===== src/rtl/tl_source_merger_if.sv =====
// TileLink channel bundle (A-E) for the TL-UL/TL-UH subset.
// B, C and E carry only their handshake pair; nothing in this design uses their payloads.
interface tl_channel #(
   parameter int SourceWidth = 4,
   parameter int SinkWidth   = 1,
   parameter int AddrWidth   = 56,
   parameter int DataWidth   = 64,
   parameter int SizeWidth   = 3
);
   logic                     a_valid;
   logic                     a_ready;
   logic [2:0]               a_opcode;
   logic [2:0]               a_param;
   logic [SizeWidth-1:0]     a_size;
   logic [SourceWidth-1:0]   a_source;
   logic [AddrWidth-1:0]     a_address;
   logic [DataWidth/8-1:0]   a_mask;
   logic [DataWidth-1:0]     a_data;
   logic                     a_corrupt;

   logic                     b_valid;
   logic                     b_ready;
   logic                     c_valid;
   logic                     c_ready;

   logic                     d_valid;
   logic                     d_ready;
   logic [2:0]               d_opcode;
   logic [1:0]               d_param;
   logic [SizeWidth-1:0]     d_size;
   logic [SourceWidth-1:0]   d_source;
   logic [SinkWidth-1:0]     d_sink;
   logic                     d_denied;
   logic [DataWidth-1:0]     d_data;
   logic                     d_corrupt;

   logic                     e_valid;
   logic                     e_ready;

   // Seen from the side that issues requests.
   modport host (
      output a_valid, a_opcode, a_param, a_size, a_source, a_address, a_mask, a_data, a_corrupt,
      output b_ready, c_valid, d_ready, e_valid,
      input  a_ready, b_valid, c_ready, e_ready,
      input  d_valid, d_opcode, d_param, d_size, d_source, d_sink, d_denied, d_data, d_corrupt
   );

   // Seen from the side that serves requests.
   modport device (
      input  a_valid, a_opcode, a_param, a_size, a_source, a_address, a_mask, a_data, a_corrupt,
      input  b_ready, c_valid, d_ready, e_valid,
      output a_ready, b_valid, c_ready, e_ready,
      output d_valid, d_opcode, d_param, d_size, d_source, d_sink, d_denied, d_data, d_corrupt
   );
endinterface


===== src/rtl/tl_source_merger.sv =====
// tl_source_merger: merges two TileLink hosts (disjoint source ranges) onto one device link.
// A requests are arbitrated round-robin with message locking; D responses are routed back
// by comparing d_source against host1's range. B/C/E are tied off.
// Optional feature: define TL_SOURCE_MERGER_A_REG_EN to insert a one-entry register slice
// between the arbiter and the device A channel (one extra cycle of latency, full throughput).
module tl_source_merger #(
   parameter int SourceWidth = 4,
   parameter int SinkWidth   = 1,
   parameter int AddrWidth   = 56,
   parameter int DataWidth   = 64,
   parameter int SizeWidth   = 3,
   parameter logic [SourceWidth-1:0] Host1Base = SourceWidth'(8),
   parameter logic [SourceWidth-1:0] Host1Mask = SourceWidth'(7)
) (
   input  logic        clk_i,
   input  logic        rst_i,
   tl_channel.device   host0,
   tl_channel.device   host1,
   tl_channel.host     device
);

   localparam int Lanes    = DataWidth / 8;
   localparam int LaneBits = $clog2(Lanes);

   // All three links must agree with the module's view of the field widths.
   if (host0.SourceWidth != SourceWidth || host1.SourceWidth != SourceWidth ||
       device.SourceWidth != SourceWidth || host0.SinkWidth != SinkWidth ||
       host1.SinkWidth != SinkWidth || device.SinkWidth != SinkWidth ||
       host0.AddrWidth != AddrWidth || host1.AddrWidth != AddrWidth ||
       device.AddrWidth != AddrWidth || host0.DataWidth != DataWidth ||
       host1.DataWidth != DataWidth || device.DataWidth != DataWidth ||
       host0.SizeWidth != SizeWidth || host1.SizeWidth != SizeWidth ||
       device.SizeWidth != SizeWidth) begin : g_width_mismatch
      $fatal(1, "tl_source_merger: link widths differ from module parameters");
   end

   if (DataWidth < 8 || (DataWidth & (DataWidth - 1)) != 0) begin : g_bad_data_width
      $fatal(1, "tl_source_merger: DataWidth must be a power of two and at least 8");
   end

   typedef struct packed {
      logic [2:0]             opcode;
      logic [2:0]             param;
      logic [SizeWidth-1:0]   size;
      logic [SourceWidth-1:0] source;
      logic [AddrWidth-1:0]   address;
      logic [Lanes-1:0]       mask;
      logic [DataWidth-1:0]   data;
      logic                   corrupt;
   } a_beat_t;

   typedef enum logic [1:0] {
      IDLE  = 2'd0,
      HOLD  = 2'd1,
      BURST = 2'd2
   } arb_state_e;

   // Number of beats minus one for an A message: data-carrying opcodes (0..3) span
   // 2^size bytes over the bus width; Get/Intent are always a single beat.
   function automatic logic [SizeWidth-1:0] calc_beats_m1(input logic [2:0] opcode,
                                                         input logic [SizeWidth-1:0] size);
      int shift;
      calc_beats_m1 = '0;
      shift = int'(size) - LaneBits;
      if (opcode <= 3'd3 && shift > 0) begin
         calc_beats_m1 = SizeWidth'((1 << shift) - 1);
      end
   endfunction

   a_beat_t              host_beat     [2];
   logic [1:0]           host_valid;
   logic [1:0]           host_ready;
   logic [SizeWidth-1:0] host_beats_m1 [2];

   arb_state_e           state_reg;
   logic                 grant_reg;
   logic                 ptr_reg;
   logic [SizeWidth-1:0] cnt_reg;

   logic                 grant_sel;
   logic                 arb_valid;
   logic                 arb_ready;
   logic                 arb_last;
   logic                 arb_hs;
   a_beat_t              arb_beat;

   logic                 dev_valid;
   a_beat_t              dev_beat;

   // ------------------------------------------------------------------ host A capture
   assign host_valid[0] = host0.a_valid;
   assign host_valid[1] = host1.a_valid;

   assign host_beat[0] = '{opcode: host0.a_opcode, param: host0.a_param, size: host0.a_size,
                           source: host0.a_source, address: host0.a_address,
                           mask: host0.a_mask, data: host0.a_data, corrupt: host0.a_corrupt};
   assign host_beat[1] = '{opcode: host1.a_opcode, param: host1.a_param, size: host1.a_size,
                           source: host1.a_source, address: host1.a_address,
                           mask: host1.a_mask, data: host1.a_data, corrupt: host1.a_corrupt};

   for (genvar gi = 0; gi < 2; gi++) begin : g_host
      assign host_beats_m1[gi] = calc_beats_m1(host_beat[gi].opcode, host_beat[gi].size);
      // Only the granted host sees the downstream ready; nothing is accepted in reset.
      assign host_ready[gi]    = ~rst_i & (grant_sel == 1'(gi)) & arb_ready;
   end

   assign host0.a_ready = host_ready[0];
   assign host1.a_ready = host_ready[1];

   // ------------------------------------------------------------------ arbitration
   // Pick the forwarded host: fresh choice in IDLE, frozen grant in HOLD and BURST.
   always_comb begin
      grant_sel = grant_reg;
      if (state_reg == IDLE) begin
         if (host_valid == 2'b11) begin
            grant_sel = ptr_reg;
         end else begin
            grant_sel = host_valid[1];
         end
      end
      arb_valid = host_valid[grant_sel] & ~rst_i;
      arb_beat  = host_beat[grant_sel];
      // In BURST the counter tracks remaining beats; otherwise this beat is the first.
      if (state_reg == BURST) begin
         arb_last = (cnt_reg == SizeWidth'(1));
      end else begin
         arb_last = (host_beats_m1[grant_sel] == '0);
      end
   end

   assign arb_hs = arb_valid & arb_ready;

   // Arbiter FSM: locks the grant across stalls and multi-beat messages, rotates on last beat.
   always_ff @(posedge clk_i) begin
      if (rst_i) begin
         state_reg <= IDLE;
         grant_reg <= 1'b0;
         ptr_reg   <= 1'b0;
         cnt_reg   <= '0;
      end else begin
         case (state_reg)
            IDLE, HOLD: begin
               if (arb_hs) begin
                  grant_reg <= grant_sel;
                  if (arb_last) begin
                     ptr_reg   <= ~grant_sel;
                     state_reg <= IDLE;
                  end else begin
                     cnt_reg   <= host_beats_m1[grant_sel];
                     state_reg <= BURST;
                  end
               end else if (arb_valid) begin
                  grant_reg <= grant_sel;
                  state_reg <= HOLD;
               end
            end
            BURST: begin
               if (arb_hs) begin
                  cnt_reg <= cnt_reg - SizeWidth'(1);
                  if (arb_last) begin
                     ptr_reg   <= ~grant_reg;
                     state_reg <= IDLE;
                  end
               end
            end
            default: state_reg <= IDLE;
         endcase
      end
   end

   // ------------------------------------------------------------------ device A output
`ifdef TL_SOURCE_MERGER_A_REG_EN
   logic    slice_valid_reg;
   a_beat_t slice_beat_reg;

   // The slice accepts a new beat whenever it is empty or being emptied this cycle.
   assign arb_ready = ~slice_valid_reg | device.a_ready;

   // One-entry A slice: refill on accept, empty when drained with nothing behind it.
   always_ff @(posedge clk_i) begin
      if (rst_i) begin
         slice_valid_reg <= 1'b0;
         slice_beat_reg  <= '0;
      end else if (arb_ready) begin
         slice_valid_reg <= arb_valid;
         if (arb_valid) begin
            slice_beat_reg <= arb_beat;
         end
      end
   end

   assign dev_valid = slice_valid_reg;
   assign dev_beat  = slice_beat_reg;
`else
   assign arb_ready = device.a_ready;
   assign dev_valid = arb_valid;
   assign dev_beat  = arb_beat;
`endif

   assign device.a_valid   = dev_valid;
   assign device.a_opcode  = dev_beat.opcode;
   assign device.a_param   = dev_beat.param;
   assign device.a_size    = dev_beat.size;
   assign device.a_source  = dev_beat.source;
   assign device.a_address = dev_beat.address;
   assign device.a_mask    = dev_beat.mask;
   assign device.a_data    = dev_beat.data;
   assign device.a_corrupt = dev_beat.corrupt;

   // ------------------------------------------------------------------ D routing
   // The source is constant within a D burst, so steering by source needs no lock.
   logic d_sel1;
   assign d_sel1 = ((device.d_source & ~Host1Mask) == Host1Base);

   assign host0.d_valid  = device.d_valid & ~d_sel1;
   assign host1.d_valid  = device.d_valid & d_sel1;
   assign device.d_ready = d_sel1 ? host1.d_ready : host0.d_ready;

   assign host0.d_opcode  = device.d_opcode;
   assign host0.d_param   = device.d_param;
   assign host0.d_size    = device.d_size;
   assign host0.d_source  = device.d_source;
   assign host0.d_sink    = device.d_sink;
   assign host0.d_denied  = device.d_denied;
   assign host0.d_data    = device.d_data;
   assign host0.d_corrupt = device.d_corrupt;

   assign host1.d_opcode  = device.d_opcode;
   assign host1.d_param   = device.d_param;
   assign host1.d_size    = device.d_size;
   assign host1.d_source  = device.d_source;
   assign host1.d_sink    = device.d_sink;
   assign host1.d_denied  = device.d_denied;
   assign host1.d_data    = device.d_data;
   assign host1.d_corrupt = device.d_corrupt;

   // ------------------------------------------------------------------ B/C/E tie-offs
   assign host0.b_valid  = 1'b0;
   assign host1.b_valid  = 1'b0;
   assign host0.c_ready  = 1'b0;
   assign host1.c_ready  = 1'b0;
   assign host0.e_ready  = 1'b0;
   assign host1.e_ready  = 1'b0;
   assign device.b_ready = 1'b1;
   assign device.c_valid = 1'b0;
   assign device.e_valid = 1'b0;

   // Channel inputs that are deliberately ignored.
   logic unused_inputs;
   assign unused_inputs = ^{host0.b_ready, host0.c_valid, host0.e_valid,
                            host1.b_ready, host1.c_valid, host1.e_valid,
                            device.b_valid, device.c_ready, device.e_ready};

endmodule


===== src/flat_wrapper.sv =====
// flat-port wrapper written by rule: the top's interface ports become plain ports
module tl_source_merger_flat 
#(
   parameter int SourceWidth = 4,
   parameter int SinkWidth   = 1,
   parameter int AddrWidth   = 56,
   parameter int DataWidth   = 64,
   parameter int SizeWidth   = 3,
   parameter logic [SourceWidth-1:0] Host1Base = SourceWidth'(8),
   parameter logic [SourceWidth-1:0] Host1Mask = SourceWidth'(7)
)
  (clk_i, rst_i, host0_a_valid, host0_a_opcode, host0_a_param, host0_a_size, host0_a_source, host0_a_address, host0_a_mask, host0_a_data, host0_a_corrupt, host0_b_ready, host0_c_valid, host0_d_ready, host0_e_valid, host0_a_ready, host0_b_valid, host0_c_ready, host0_e_ready, host0_d_valid, host0_d_opcode, host0_d_param, host0_d_size, host0_d_source, host0_d_sink, host0_d_denied, host0_d_data, host0_d_corrupt, host1_a_valid, host1_a_opcode, host1_a_param, host1_a_size, host1_a_source, host1_a_address, host1_a_mask, host1_a_data, host1_a_corrupt, host1_b_ready, host1_c_valid, host1_d_ready, host1_e_valid, host1_a_ready, host1_b_valid, host1_c_ready, host1_e_ready, host1_d_valid, host1_d_opcode, host1_d_param, host1_d_size, host1_d_source, host1_d_sink, host1_d_denied, host1_d_data, host1_d_corrupt, device_a_valid, device_a_opcode, device_a_param, device_a_size, device_a_source, device_a_address, device_a_mask, device_a_data, device_a_corrupt, device_b_ready, device_c_valid, device_d_ready, device_e_valid, device_a_ready, device_b_valid, device_c_ready, device_e_ready, device_d_valid, device_d_opcode, device_d_param, device_d_size, device_d_source, device_d_sink, device_d_denied, device_d_data, device_d_corrupt);
  tl_channel #(.SourceWidth(SourceWidth), .SinkWidth(SinkWidth), .AddrWidth(AddrWidth), .DataWidth(DataWidth), .SizeWidth(SizeWidth)) host0_i ();
  tl_channel #(.SourceWidth(SourceWidth), .SinkWidth(SinkWidth), .AddrWidth(AddrWidth), .DataWidth(DataWidth), .SizeWidth(SizeWidth)) host1_i ();
  tl_channel #(.SourceWidth(SourceWidth), .SinkWidth(SinkWidth), .AddrWidth(AddrWidth), .DataWidth(DataWidth), .SizeWidth(SizeWidth)) device_i ();
  input  logic clk_i;
  input  logic rst_i;
  input wire logic [$bits(host0_i.a_valid)-1:0] host0_a_valid;
  input wire logic [$bits(host0_i.a_opcode)-1:0] host0_a_opcode;
  input wire logic [$bits(host0_i.a_param)-1:0] host0_a_param;
  input wire logic [$bits(host0_i.a_size)-1:0] host0_a_size;
  input wire logic [$bits(host0_i.a_source)-1:0] host0_a_source;
  input wire logic [$bits(host0_i.a_address)-1:0] host0_a_address;
  input wire logic [$bits(host0_i.a_mask)-1:0] host0_a_mask;
  input wire logic [$bits(host0_i.a_data)-1:0] host0_a_data;
  input wire logic [$bits(host0_i.a_corrupt)-1:0] host0_a_corrupt;
  input wire logic [$bits(host0_i.b_ready)-1:0] host0_b_ready;
  input wire logic [$bits(host0_i.c_valid)-1:0] host0_c_valid;
  input wire logic [$bits(host0_i.d_ready)-1:0] host0_d_ready;
  input wire logic [$bits(host0_i.e_valid)-1:0] host0_e_valid;
  output wire logic [$bits(host0_i.a_ready)-1:0] host0_a_ready;
  output wire logic [$bits(host0_i.b_valid)-1:0] host0_b_valid;
  output wire logic [$bits(host0_i.c_ready)-1:0] host0_c_ready;
  output wire logic [$bits(host0_i.e_ready)-1:0] host0_e_ready;
  output wire logic [$bits(host0_i.d_valid)-1:0] host0_d_valid;
  output wire logic [$bits(host0_i.d_opcode)-1:0] host0_d_opcode;
  output wire logic [$bits(host0_i.d_param)-1:0] host0_d_param;
  output wire logic [$bits(host0_i.d_size)-1:0] host0_d_size;
  output wire logic [$bits(host0_i.d_source)-1:0] host0_d_source;
  output wire logic [$bits(host0_i.d_sink)-1:0] host0_d_sink;
  output wire logic [$bits(host0_i.d_denied)-1:0] host0_d_denied;
  output wire logic [$bits(host0_i.d_data)-1:0] host0_d_data;
  output wire logic [$bits(host0_i.d_corrupt)-1:0] host0_d_corrupt;
  input wire logic [$bits(host1_i.a_valid)-1:0] host1_a_valid;
  input wire logic [$bits(host1_i.a_opcode)-1:0] host1_a_opcode;
  input wire logic [$bits(host1_i.a_param)-1:0] host1_a_param;
  input wire logic [$bits(host1_i.a_size)-1:0] host1_a_size;
  input wire logic [$bits(host1_i.a_source)-1:0] host1_a_source;
  input wire logic [$bits(host1_i.a_address)-1:0] host1_a_address;
  input wire logic [$bits(host1_i.a_mask)-1:0] host1_a_mask;
  input wire logic [$bits(host1_i.a_data)-1:0] host1_a_data;
  input wire logic [$bits(host1_i.a_corrupt)-1:0] host1_a_corrupt;
  input wire logic [$bits(host1_i.b_ready)-1:0] host1_b_ready;
  input wire logic [$bits(host1_i.c_valid)-1:0] host1_c_valid;
  input wire logic [$bits(host1_i.d_ready)-1:0] host1_d_ready;
  input wire logic [$bits(host1_i.e_valid)-1:0] host1_e_valid;
  output wire logic [$bits(host1_i.a_ready)-1:0] host1_a_ready;
  output wire logic [$bits(host1_i.b_valid)-1:0] host1_b_valid;
  output wire logic [$bits(host1_i.c_ready)-1:0] host1_c_ready;
  output wire logic [$bits(host1_i.e_ready)-1:0] host1_e_ready;
  output wire logic [$bits(host1_i.d_valid)-1:0] host1_d_valid;
  output wire logic [$bits(host1_i.d_opcode)-1:0] host1_d_opcode;
  output wire logic [$bits(host1_i.d_param)-1:0] host1_d_param;
  output wire logic [$bits(host1_i.d_size)-1:0] host1_d_size;
  output wire logic [$bits(host1_i.d_source)-1:0] host1_d_source;
  output wire logic [$bits(host1_i.d_sink)-1:0] host1_d_sink;
  output wire logic [$bits(host1_i.d_denied)-1:0] host1_d_denied;
  output wire logic [$bits(host1_i.d_data)-1:0] host1_d_data;
  output wire logic [$bits(host1_i.d_corrupt)-1:0] host1_d_corrupt;
  output wire logic [$bits(device_i.a_valid)-1:0] device_a_valid;
  output wire logic [$bits(device_i.a_opcode)-1:0] device_a_opcode;
  output wire logic [$bits(device_i.a_param)-1:0] device_a_param;
  output wire logic [$bits(device_i.a_size)-1:0] device_a_size;
  output wire logic [$bits(device_i.a_source)-1:0] device_a_source;
  output wire logic [$bits(device_i.a_address)-1:0] device_a_address;
  output wire logic [$bits(device_i.a_mask)-1:0] device_a_mask;
  output wire logic [$bits(device_i.a_data)-1:0] device_a_data;
  output wire logic [$bits(device_i.a_corrupt)-1:0] device_a_corrupt;
  output wire logic [$bits(device_i.b_ready)-1:0] device_b_ready;
  output wire logic [$bits(device_i.c_valid)-1:0] device_c_valid;
  output wire logic [$bits(device_i.d_ready)-1:0] device_d_ready;
  output wire logic [$bits(device_i.e_valid)-1:0] device_e_valid;
  input wire logic [$bits(device_i.a_ready)-1:0] device_a_ready;
  input wire logic [$bits(device_i.b_valid)-1:0] device_b_valid;
  input wire logic [$bits(device_i.c_ready)-1:0] device_c_ready;
  input wire logic [$bits(device_i.e_ready)-1:0] device_e_ready;
  input wire logic [$bits(device_i.d_valid)-1:0] device_d_valid;
  input wire logic [$bits(device_i.d_opcode)-1:0] device_d_opcode;
  input wire logic [$bits(device_i.d_param)-1:0] device_d_param;
  input wire logic [$bits(device_i.d_size)-1:0] device_d_size;
  input wire logic [$bits(device_i.d_source)-1:0] device_d_source;
  input wire logic [$bits(device_i.d_sink)-1:0] device_d_sink;
  input wire logic [$bits(device_i.d_denied)-1:0] device_d_denied;
  input wire logic [$bits(device_i.d_data)-1:0] device_d_data;
  input wire logic [$bits(device_i.d_corrupt)-1:0] device_d_corrupt;
  assign host0_i.a_valid = host0_a_valid;
  assign host0_i.a_opcode = host0_a_opcode;
  assign host0_i.a_param = host0_a_param;
  assign host0_i.a_size = host0_a_size;
  assign host0_i.a_source = host0_a_source;
  assign host0_i.a_address = host0_a_address;
  assign host0_i.a_mask = host0_a_mask;
  assign host0_i.a_data = host0_a_data;
  assign host0_i.a_corrupt = host0_a_corrupt;
  assign host0_i.b_ready = host0_b_ready;
  assign host0_i.c_valid = host0_c_valid;
  assign host0_i.d_ready = host0_d_ready;
  assign host0_i.e_valid = host0_e_valid;
  assign host0_a_ready = host0_i.a_ready;
  assign host0_b_valid = host0_i.b_valid;
  assign host0_c_ready = host0_i.c_ready;
  assign host0_e_ready = host0_i.e_ready;
  assign host0_d_valid = host0_i.d_valid;
  assign host0_d_opcode = host0_i.d_opcode;
  assign host0_d_param = host0_i.d_param;
  assign host0_d_size = host0_i.d_size;
  assign host0_d_source = host0_i.d_source;
  assign host0_d_sink = host0_i.d_sink;
  assign host0_d_denied = host0_i.d_denied;
  assign host0_d_data = host0_i.d_data;
  assign host0_d_corrupt = host0_i.d_corrupt;
  assign host1_i.a_valid = host1_a_valid;
  assign host1_i.a_opcode = host1_a_opcode;
  assign host1_i.a_param = host1_a_param;
  assign host1_i.a_size = host1_a_size;
  assign host1_i.a_source = host1_a_source;
  assign host1_i.a_address = host1_a_address;
  assign host1_i.a_mask = host1_a_mask;
  assign host1_i.a_data = host1_a_data;
  assign host1_i.a_corrupt = host1_a_corrupt;
  assign host1_i.b_ready = host1_b_ready;
  assign host1_i.c_valid = host1_c_valid;
  assign host1_i.d_ready = host1_d_ready;
  assign host1_i.e_valid = host1_e_valid;
  assign host1_a_ready = host1_i.a_ready;
  assign host1_b_valid = host1_i.b_valid;
  assign host1_c_ready = host1_i.c_ready;
  assign host1_e_ready = host1_i.e_ready;
  assign host1_d_valid = host1_i.d_valid;
  assign host1_d_opcode = host1_i.d_opcode;
  assign host1_d_param = host1_i.d_param;
  assign host1_d_size = host1_i.d_size;
  assign host1_d_source = host1_i.d_source;
  assign host1_d_sink = host1_i.d_sink;
  assign host1_d_denied = host1_i.d_denied;
  assign host1_d_data = host1_i.d_data;
  assign host1_d_corrupt = host1_i.d_corrupt;
  assign device_a_valid = device_i.a_valid;
  assign device_a_opcode = device_i.a_opcode;
  assign device_a_param = device_i.a_param;
  assign device_a_size = device_i.a_size;
  assign device_a_source = device_i.a_source;
  assign device_a_address = device_i.a_address;
  assign device_a_mask = device_i.a_mask;
  assign device_a_data = device_i.a_data;
  assign device_a_corrupt = device_i.a_corrupt;
  assign device_b_ready = device_i.b_ready;
  assign device_c_valid = device_i.c_valid;
  assign device_d_ready = device_i.d_ready;
  assign device_e_valid = device_i.e_valid;
  assign device_i.a_ready = device_a_ready;
  assign device_i.b_valid = device_b_valid;
  assign device_i.c_ready = device_c_ready;
  assign device_i.e_ready = device_e_ready;
  assign device_i.d_valid = device_d_valid;
  assign device_i.d_opcode = device_d_opcode;
  assign device_i.d_param = device_d_param;
  assign device_i.d_size = device_d_size;
  assign device_i.d_source = device_d_source;
  assign device_i.d_sink = device_d_sink;
  assign device_i.d_denied = device_d_denied;
  assign device_i.d_data = device_d_data;
  assign device_i.d_corrupt = device_d_corrupt;
  tl_source_merger #(.SourceWidth(SourceWidth), .SinkWidth(SinkWidth), .AddrWidth(AddrWidth), .DataWidth(DataWidth), .SizeWidth(SizeWidth), .Host1Base(Host1Base), .Host1Mask(Host1Mask)) u_core (.clk_i(clk_i), .rst_i(rst_i), .host0(host0_i), .host1(host1_i), .device(device_i));
endmodule

===== config.mk =====
export PLATFORM = sky130hd
export DESIGN_NAME = tl_source_merger_flat
export DESIGN_NICKNAME = d
export VERILOG_FILES = /design/src/rtl/tl_source_merger_if.sv /design/src/rtl/tl_source_merger.sv /design/src/flat_wrapper.sv
export SDC_FILE = /design/constraint.sdc
export NUM_CORES = 1
export LEC_CHECK = 0
export ABC_AREA = 1
export CAP_MARGIN = 25
export CORE_AREA = 2 2 272 274
export DETAILED_ROUTE_END_ITERATION = 8
export DIE_AREA = 0 0 274 276
export GPL_TIMING_DRIVEN = 0
export PLACE_DENSITY = 0.31
export SLEW_MARGIN = 10
export SYNTH_ARGS = -nofsm -noshare
export SYNTH_HDL_FRONTEND = slang
export SYNTH_SLANG_ARGS = --single-unit

===== constraint.sdc =====
create_clock -name clk_i -period 2.2 [get_ports clk_i]
set_input_delay 0.33 -clock clk_i [delete_from_list [all_inputs] [get_ports clk_i]]
set_output_delay 0.33 -clock clk_i [all_outputs]
set_load 0.02 [all_outputs]

# ---- After elaboration in Yosys (flattened, before gate mapping)
# Cells that the tools add are included.
dict set report op_classes {
  n_addsub 5
  order_cmp 6
  n_eq_ne 10
  n_shift 2
  mux 31
  n_bitwise 13
  reduce_logical 11
}
# op count
set op_table {}
lappend op_table {{two-way mux 142 bit} 3}
lappend op_table {{> comparator 32 x 1 -> 1 bit, second input constant} 2}
lappend op_table {{<< shifter 1 x 32 -> 3 bit, first input constant} 2}
lappend op_table {{two-way mux 3 bit} 8}
lappend op_table {{two-way mux 1 bit} 12}
lappend op_table {{two-way mux 2 bit} 5}
lappend op_table {{AND 1 bit} 8}
lappend op_table {{inequality test 2 x 1 -> 1 bit, second input constant} 4}
lappend op_table {{subtractor 3 x 2 -> 4 bit, second input constant} 2}
lappend op_table {{less-or-equal comparator 3 x 2 -> 1 bit, second input constant} 2}
lappend op_table {{case mux 3 bit (2 select lines)} 1}
lappend op_table {{subtractor 3 x 2 -> 3 bit, second input constant} 2}
lappend op_table {{AND reduction 5 bit} 1}
lappend op_table {{== test 2 bit, second input constant} 2}
lappend op_table {{NOT 1 bit} 4}
lappend op_table {{case mux 2 bit (2 select lines)} 1}
lappend op_table {{AND reduction 4 bit} 1}
lappend op_table {{nonzero test 2 bit} 2}
lappend op_table {{== test 3 x 1 -> 1 bit, second input constant} 1}
lappend op_table {{zero test 3 bit} 1}
lappend op_table {{inequality test 3 x 1 -> 1 bit, second input constant} 1}
lappend op_table {{AND reduction 3 bit} 1}
lappend op_table {{subtractor 3 x 1 -> 3 bit, second input constant} 1}
lappend op_table {{== test 2 x 1 -> 1 bit, second input constant} 1}
lappend op_table {{9 further kinds} 10}
dict set report word_totals {
  ff_bits 7
  inputBits 380
  out_inout_bits 315
  word_cells 82
}

# ---- Logic depth before layout (Yosys ltp)
# Gate-level depths: netlist of run 1.
dict set report logic_depth {
  depth_word 12
  depth_mapped 18
  depth_no_buf 18
}

# ---- Worst setup path before layout of run 1
# Ideal clock, no wire load.
dict set report synth_path {
  kind {input to register}
  from {input port host1_a_size[0]}
  to {register u_core.cnt_reg[2]}
  setup_time_ns 0.113
  arrival_time_ns 1.856
  required_time_ns 2.087
  setup_slack_ns 0.231
  stages 12
  n_path_buf 0
  path_cell_list {ha_1 > or3_1 > ha_1 > nor2_1 > nand2_1 > nand2_2 > nor2_2 > nand3_2 > nand4_2 > nand2_2 > nor2_1 > nor2_1}
}
dict set report synth_between {
  elab_chain_cells 11
  elab_cells_between_ends 16
  classes_between {2 x add/sub; 1 x order compare; 1 x eq/ne; 1 x shift; 8 x mux; 3 x reduce/logical}
}
# item line_no
set synth_rtl {}
lappend synth_rtl {{start: declaration} flat_wrapper.sv:47} ;# input wire logic [$bits(host1_i.a_size)-1:0] host1_a_size;
lappend synth_rtl {{subtractor 3 x 2 -> 4 bit (*)} tl_source_merger.sv:64} ;# shift = int'(size) - LaneBits;
lappend synth_rtl {{> comparator 32 x 1 -> 1 bit / << shifter 1 x 32 -> 3 bit (equally long branches)} {tl_source_merger.sv:65, tl_source_merger.sv:66}}
lappend synth_rtl {{logical AND 1 bit / subtractor 3 x 2 -> 3 bit (equally long branches)} {tl_source_merger.sv:65, tl_source_merger.sv:66}}
lappend synth_rtl {{two-way mux 3 bit (*)} tl_source_merger.sv:65} ;# if (opcode <= 3'd3 && shift > 0) begin
lappend synth_rtl {{two-way mux 3 bit (not written as such) (*) (3 in series)} {tl_source_merger.sv:127, tl_source_merger.sv:149}}
lappend synth_rtl {{zero test 3 bit} tl_source_merger.sv:127} ;# arb_last = (host_beats_m1[grant_sel] == '0);
lappend synth_rtl {{two-way mux 1 bit} tl_source_merger.sv:124} ;# if (state_reg == BURST) begin
lappend synth_rtl {{inequality test 2 bit (no line)} -}
lappend synth_rtl {{AND reduction 4 bit (no line)} -}
lappend synth_rtl {{end signal: assignment} tl_source_merger.sv:149} ;# cnt_reg <= host_beats_m1[grant_sel];
lappend synth_rtl {{end signal: assignment} tl_source_merger.sv:159} ;# cnt_reg <= cnt_reg - SizeWidth'(1);
lappend synth_rtl {{end: declaration} tl_source_merger.sv:78} ;# logic [SizeWidth-1:0] cnt_reg;
# Mark *: on every way between the ends. The rest lies on a longest branch, timed or not. The select of a mux whose other input is x is not followed.
# A chain may end at the register's enable or synchronous reset.

# ---- Final worst setup path of run 1
dict set report layout_path {
  from {register u_core.state_reg[1]}
  to {output port device_a_address[18]}
}
dict set report layout_between {
  elab_chain_cells 6
}
# item line_no
set layout_rtl {}
lappend layout_rtl {{start: declaration} tl_source_merger.sv:75} ;# arb_state_e state_reg;
lappend layout_rtl {{start signal: assignment} tl_source_merger.sv:136} ;# state_reg <= IDLE;
lappend layout_rtl {{start signal: assignment} tl_source_merger.sv:147} ;# state_reg <= IDLE;
lappend layout_rtl {{start signal: assignment} tl_source_merger.sv:150} ;# state_reg <= BURST;
lappend layout_rtl {{zero test 2 bit} tl_source_merger.sv:114} ;# if (state_reg == IDLE) begin
lappend layout_rtl {{two-way mux 1 bit} tl_source_merger.sv:114}
lappend layout_rtl {{NOT 1 -> 2 bit (not written as such)} tl_source_merger.sv:122} ;# arb_beat = host_beat[grant_sel];
lappend layout_rtl {{two-way mux 142 bit (not written as such) (3 in series)} tl_source_merger.sv:122}
lappend layout_rtl {{end: declaration} flat_wrapper.sv:75} ;# output wire logic [$bits(device_i.a_address)-1:0] device_a_address;
# No other way between the ends. The select of a mux whose other input is x is not followed.

==> summary by stage, run 1 <==
Route
The number of DRC markers in iteration 0 is 164. The post-detailed-route via-to-cell ratio is 2.79. The total number of vias is 6604. The residual antenna-violating net count after detailed routing is 0. The count of unresolved DRC violations after routing is 0. The pre-antenna-repair detailed-routing pass consisted of 4 iterations. Dividing the detail-routed wire length by the instance count gives roughly 14 um.

After detailed routing, the total wire length is 32000 um.

Final layout
At the end of the flow, the number of nets in the layout was 1792. After the flow finishes, the layout carries non-filler instances totaling 2363. From synthesis to final layout, the design area changed by 202%. Summing all non-filler instances in the final layout gives an area of 11700 um2. Cells fill 16.1% of the core in the end. The layout has 8369 filler cells. The register with the most flip-flops in the layout has 3 of them. In the final layout, the share of cells above drive strength 1 is slightly below 30%.

Logic synthesis
Synthesis produced 780 cells. The count of distinct cell types in the synthesized netlist is 29. The mean area per synthesized cell is 4.97 um2. The predominant post-synthesis flop cell is dfxtp_1. Sorting the synthesized cells by area gives the leading types as nand2_1 (45%), buf_4 (32%), dfxtp_1 (3.6%), inv_1 (2.9%), ha_1 (2.6%). The commonest cells after synthesis are nand2_1 (467), buf_4 (167), inv_1 (30). The synthesized design contains 7 register bits.

The largest area contributor in the netlist is nand2_1. The post-synthesis sequential area ratio is 3.61%. In the synthesized netlist the async set-or-reset flop fraction comes to 0%. For this run, the number of Yosys warnings is 0.

The number of enable flip-flop cells after synthesis is 0. The post-synthesis cell area is 3880 um2. In this run the biggest area consumer among cell types represents 45.2% of the synthesized area. nand2_1 is the most common cell in the netlist.

Clocking
The clock tree from TritonCTS is yes. No sink is reached through more buffers than the 2 on the longest clock path. The later pin in the worst-skew pair is clocked with a latency of 0.23 ns. The number of sinks driven by the clock tree is 7. The number of buffers added by the clock tree synthesis step is 3. In this run the clock root is driven by a clkbuf_16. CTS built an H-tree with a depth of 1. The clock transition at the registers of the reported paths is 0.04 ns.

Timing
Setup repair after global routing could not meet its margin everywhere. The number of failing hold endpoints at the final stage came to 0. Setup total negative slack on the finished layout was measured at 0 ns. For the final database, setup skew stands at 0.00459 ns. Setup violations remaining at the end of the flow were counted as 0.

Derived from the worst setup path, the maximum achievable clock frequency is 475 MHz. The final period demand of the worst path is 2.10 ns. The number of max-slew violations in the final report is 0.

Dividing the final minimum period by the clock period gives 95.7%.

Placed design
In this run the cell area measured after placement is approximately 11000 um2. The placed cell count is 2344. Input and output buffers added on the ports amount to 598. The detailed placer's ending HPWL is 27800 um. The routability-driven placement congestion ratio is ~0.73.

Floorplan
The width of the die is 274 um. In this run the count of I/O pins placed on the die edge is 695. The floorplan has 99 rows.

The initial core utilization is roughly 5.3%. The die area is 75600 um2. The total area inside the core boundary comes to roughly 73000 um2. The die is 276 um tall.

Global route
The combined global-route utilization of all metal layers is 7.83%. The number of antenna violations at the first check in global routing came to 6. The number of global-route vias before repair is 6770. The first global-routing pass estimated 44000 um of wire. Entering global routing, the biggest net connects 11 pins. The aggregate global routing overflow is 0.

Setup path
The sum of buffers and inverters on the critical path is 6. The critical path is of the flop to output port type. The slowest stage of the critical path belongs to the cell dfxtp_4.

At the worst endpoint, the arrival time is 1.77 ns. The type of element launching the critical path is a flop. The worst reg2reg path startpoint is u_core.state_reg[1]. The largest stage delay on the critical path is 0.36 ns. The cell occurring most often along the worst timing path is nand2_2.

The critical path's top delay family is buffers and inverters. The kind of end point of the critical path is an output port. The data required time of the worst path is between 1.5 and 2 ns. The largest driver fanout on the critical path is 10. The startpoint of the worst setup timing path is u_core.state_reg[1]. The signal on the critical path passes through nor2_4, inv_1, nand2_2, nand2_4, inv_6, buf_12, buf_16, buf_8, nand2_1, nand2_2, buf_6.

Job
The max-capacitance violation count is 0.

Outcome
The run finished with clean final reports.

Power and ir drop
The cell area power density is 372 nW/um2. Summed over all cells, the static leakage comes to 5.48 nW. Across the VDD grid, the largest voltage drop is 0.188 mV.

Min path
The class of the most critical hold timing path is flop to flop. In this run the most critical hold path is launched from u_core.ptr_reg.
## per-layer routing
layer / global-route usage, % / vias up / routed length [um]
li1: - / 3413 / -
met1: 7.37 / 2818 / 10500
met2: 16.1 / 349 / 17900
met3: 2.80 / 16 / 3190
met4: 0.934 / 8 / 258
met5: 0 / - / 50
## kinds of logic after synthesis
kind of cell,Yosys count,synth area share [%]
compound gates,14,1.93
simple gates,516,52.1
mux,2,0.548
other cells,2,0.194
fa+ha+maj,8,2.58
flops,7,3.61
buf+inv,231,39.0
## repair_timing
item,CTS,global route
gates cloned,5,3
setup endpoints to repair,151,147
setup buffers,4,2
hold buffers,0,0
gates resized for setup,697,114
pin swaps,3,6
## final cells by class
cell class	count	area (um2)	share of cell area (%)
multi-input cells	549	2390	20.4
diodes	1	2.50	0.0214
well taps	959	1200	10.3
clock buffers	4	78.8	0.673
plain buffers	199	1690	14.4
flip-flops and latches	7	145	1.24
inverters	32	125	1.07
repair buffers	612	6080	51.9
## worst register-to-register path, stage by stage (launching register included)
cell and delay [ns]:
dfxtp_4 0.36, nor2_4 0.09, nand3_2 0.10, nand2_4 0.14, inv_6 0.06, buf_16 0.15
buf_4 0.13, nand2_1 0.06, nand2_1 0.10, nor2_2 0.11, nand3_2 0.12, nand3_2 0.12
nand2_1 0.05, nand2_1 0.07, a21oi_2 0.05
## where the power goes
part,switching [W],internal [W]
Sequential,0.0000190,0.000145
Combinational,0.00193,0.00195
Clock,0.0000731,0.000242
## per-stage QoR
step                hold slack, ns  setup slack [ns]  power (W)
floorplan                    0.392             0.231    0.00185
global placement             0.456             -1.50    0.00388
detailed placement           0.462             -1.47    0.00385
CTS                          0.466           -0.0285    0.00427
global route                 0.487           -0.0434    0.00468
finish                       0.464            0.0952    0.00436
## placed cells by master, fill, tap and decap left out, drive strengths merged
cell           netlist  routed
dfxtp                7       7
or3                  2       2
clkbuf              16      27
nor2                21      21
ha                   8       8
inv                 31      31
clkdlybuf4s50        0     444
dlygate4sd2          0       4
nor4                 1       1
diode                0       1
mux2i                1       1
nand2              471     471
dlymetal6s2s         0       2
nand4                8       8
nand3               11      11
nor3                 2       2
o21ai                6       6
conb                 2       9
a31oi                1       1
clkinv               1       1
buf                183     298
clkdlybuf4s15        0      40
mux2                 1       1
a21oi                7       7
## path summary, 6_finish.rpt
| kind | to | slack (ns) | cells past startpoint |
|---|---|---|---|
| worst max-delay path | device_a_address[18] | 0.1 | 11 |
| worst min-delay path | u_core.ptr_reg | 0.46 | 2 |
| worst max register to register | u_core.ptr_reg | 0.35 | 14 |
| worst min register to register | u_core.ptr_reg | 0.46 | 2 |
No activity file was read; power rests on OpenSTA's default activity.
==> run 2: changes to the inputs <==
Settings changed: ABC_CLOCK_PERIOD_IN_PS from default to 2200, TNS_END_PERCENT from default to 5.
==> run 2 against run 1 <==
Effect of this change: critical path type unchanged; power is 1.6% lower; die area stayed put; combinational power is 2% lower; sequential share of layout area hardly changed; fmax hardly changed; clock skew hardly changed; clock-buffer cell count stayed put.
==> summary by stage, run 2 (synthesis gave the netlist of run 1 again) <==
Min path
The startpoint of the most critical hold path is u_core.ptr_reg (unchanged). The class of the most critical hold timing path is flop to flop (unchanged). The terminating pin of the worst hold path was u_core.ptr_reg (unchanged). The count of cells along the worst hold path came to 2 (unchanged).

Global route
The combined global-route utilization of all metal layers was 7.83% (unchanged). The aggregate global routing overflow is 0 (unchanged). The maximum number of pins on one net before global-route repair is 11 (unchanged).

The number of antenna violations at the first check in global routing is 6 (unchanged). The wire length of the first global-routing pass is 44000 um (about the same). The number of global-route vias before repair is 6768 (was 6770).

Timing
The maximum clock frequency was 475 MHz (about the same). The worst clock skew was 0.00459 ns (about the same). The final period demand of the worst path is 2.10 ns (about the same). Unrepaired setup endpoints after global routing: true (unchanged). The post-route clock period utilization was 95.6% (was 95.7%). The count of final setup violators was 0 (unchanged). The number of failing hold endpoints at the final stage is 0 (unchanged). The setup TNS came to 0 ns (unchanged). The number of max-slew violations in the final report is 0 (unchanged). The final hold slack is 0.464 ns (unchanged).

Clocking
The number of sinks driven by the clock tree is 7 (unchanged). The clock tree from TritonCTS is yes (unchanged). The insertion delay of the later-clocked pin in the worst-skew pair was 0.23 ns (about the same).

The root cell of the clock tree is clkbuf_16 (unchanged). The number of hold buffers added after CTS came to 0 (unchanged). The clock transition at the registers of the reported paths is 0.04 ns (about the same). The buffer depth of the longest clock path is 2 (unchanged). The number of buffers added by the clock tree synthesis step was 3 (unchanged). The H-tree depth reported by CTS came to 1 (unchanged).

Setup path
The largest stage delay on the critical path is 0.36 ns (about the same). The type of element launching the critical path is a flop (unchanged). The cell occurring most often along the worst timing path is nand2_2 (unchanged). The endpoint of the worst-slack reg-to-reg timing path is u_core.ptr_reg (unchanged).

The largest driver fanout on the critical path is 10 (unchanged). The setup slack of the worst register-to-register path is 0.36 ns (was 0.35 ns). The data required time of the worst path was 1.87 ns (about the same).

CP cell instances: nor2_4, inv_1, nand2_2, nand2_4, inv_6, buf_12, buf_16, buf_8, nand2_1, nand2_2, buf_6 (unchanged). The kind of end point of the critical path is an output port (unchanged). The category of the critical setup timing path was flop to output port (unchanged).

The length in cells of the worst reg-to-reg path came to 14 (unchanged). The library cell contributing the largest single delay on the critical path is dfxtp_4 (unchanged). The worst reg2reg path startpoint is u_core.state_reg[1] (unchanged). The data arrival time of the critical path is 1.77 ns (about the same).

Power and ir drop
The share of total power in sequential cells was 3.8% (about the same). The total leakage power is 5.42 nW (was 5.48 nW). The maximum vdd ir drop came to 0.188 mV (about the same). The clock network fraction of total power is 7.3% (was 7.2%). The final total power is 0.00429 W (was 0.00436 W). The power share of the combinational group is 88.8% (was 89.0%). The switching share of power was 46.7% (was 46.3%). The switching power of the nets was 0.00200 W (was 0.00202 W). The cell area power density is 371 nW/um2 (was 372 nW/um2).

The cell internal power dissipation is 0.00229 W (was 0.00234 W).

Placed design
The detailed placer's ending HPWL came to 27800 um (unchanged). The placed cell count was 2344 (unchanged). The placed instance area is 11100 um2 (unchanged). The routability-driven placement congestion ratio is 0.733 (unchanged). The count of buffers inserted at the top-level ports is 598 (unchanged).

Route
The total number of vias is 6588 (was 6604). The average detailed-routed wire length per instance came to 13.4 um (was 13.5 um). The first-pass detailed-route iteration total came to 4 (unchanged). The count of unresolved DRC violations after routing is 0 (unchanged). The overall routed net length came to 31700 um (was 32000 um). The residual antenna-violating net count after detailed routing is 0 (unchanged). The post-detailed-route via-to-cell ratio is 2.79 (about the same). The number of DRC markers in iteration 0 came to 185 (was 164).

Final layout
The number of flip-flops in the largest register is 3 (unchanged). Most used cells in the layout excluding fill and tap cells: nand2_1 (446), clkdlybuf4s50_1 (444), buf_4 (218), clkdlybuf4s15_2 (36), buf_2 (34) (was nand2_1 (445), clkdlybuf4s50_1 (444), buf_4 (215), clkdlybuf4s15_2 (36), buf_6 (35)). The leading cell type in the layout, fill and taps excluded is nand2_1 (unchanged). The cell area after layout was 11600 um2 (was 11700 um2). The final cell count without fillers is 2360 (was 2363). The final net count is 1789 (was 1792). The layout cell share with drive strength beyond 1 is 28.9% (was 29.0%). The layout-stage area growth over the synthesis result came to 198% (was 202%).

Floorplan
The width of the die is 274 um (unchanged). The row count is 99 (unchanged). The core outline area came to 72600 um2 (unchanged). The height of the die came to 276 um (unchanged). The number of ports placed on the die boundary is 695 (unchanged). The initial core utilization is 5.35% (unchanged). The die area is 75600 um2 (unchanged).

Job
The max-capacitance violation count is 0 (unchanged).

Outcome
Result of the run: finished, final reports clean (unchanged).
run 2: cell types whose count changed in the layout (fill, tap and decap cells not counted), moves of 2 or more:
cell and change:
buf_2 +4, clkbuf_2 +2, buf_6 -9, clkbuf_16 -2, buf_4 +3
run 2: routing by layer:
metal / track usage, % / vias to the layer above / share of wire (%)
met1: 7.38 / 2819 / 33
met3: 2.80 / 14 / 10
met2: 16.2 / 339 / 57
li1: - / 3408 / -
met4: 0.669 / 8 / 0.41
met5: 0 / - / 0.16
run 2: worst max-delay path by stage:
stage	cells past startpoint	startpoint	slack [ns]	end
after detailed placement	9	host0_a_valid	-1.47	device_a_mask[3]
after global routing	11	u_core.state_reg[0]	-0.04	device_a_address[18]
after global placement	9	host0_a_valid	-1.50	device_a_mask[3]
after CTS	17	host1_a_size[0]	-0.09	u_core.cnt_reg[2]
final	11	u_core.state_reg[1]	0.1	device_a_address[18]
after floorplan	12	host1_a_size[0]	0.23	u_core.cnt_reg[2]
run 2: power groups by stage:
| stage | Sequential (W) | Combinational [W] | Clock (W) |
|---|---|---|---|
| final | 0.000164 | 0.00381 | 0.000315 |
| after global routing | 0.000166 | 0.00412 | 0.000326 |
| after CTS | 0.000161 | 0.00377 | 0.000320 |
| after detailed placement | 0.000160 | 0.00369 | 0 |
| after global placement | 0.000161 | 0.00372 | 0 |
| after floorplan | 0.000156 | 0.00169 | 0 |
run 2: cell type report:
cell class / instances / area, um2
Antenna cell: 1 / 2.50
Buffer: 199 / 1680
Fill cell: 8380 / 61000
Inverter: 32 / 125
Tap cell: 959 / 1200
Multi-Input combinational cell: 549 / 2370
Clock buffer: 4 / 78.8
Timing Repair Buffer: 609 / 5970
Sequential cell: 7 / 145
run 2: metrics by stage:
| step | utilization, % | worst slack (ns) |
|---|---|---|
| finish | 15.9 | 0.0965 |
| global route | 15.9 | -0.0430 |
| CTS | 15.6 | -0.0861 |
| detailed placement | 15.3 | -1.47 |
| global placement | 15.3 | -1.50 |
| floorplan | - | 0.231 |
run 2: repair_timing:
item | in CTS | in global routing
buffers inserted | 4 | 1
setup endpoints to repair | 151 | 148
gates resized for setup | 681 | 112
cloned | 5 | 1
pin swaps | 3 | 7
endpoints found under the hold margin | 0 | 0
run 2: critical path, delay by kind of cell (launching register included):
family	cells	cell delay, ns
buffers and inverters	6	0.71
and+or+nand+nor	5	0.41
DFF	1	0.36
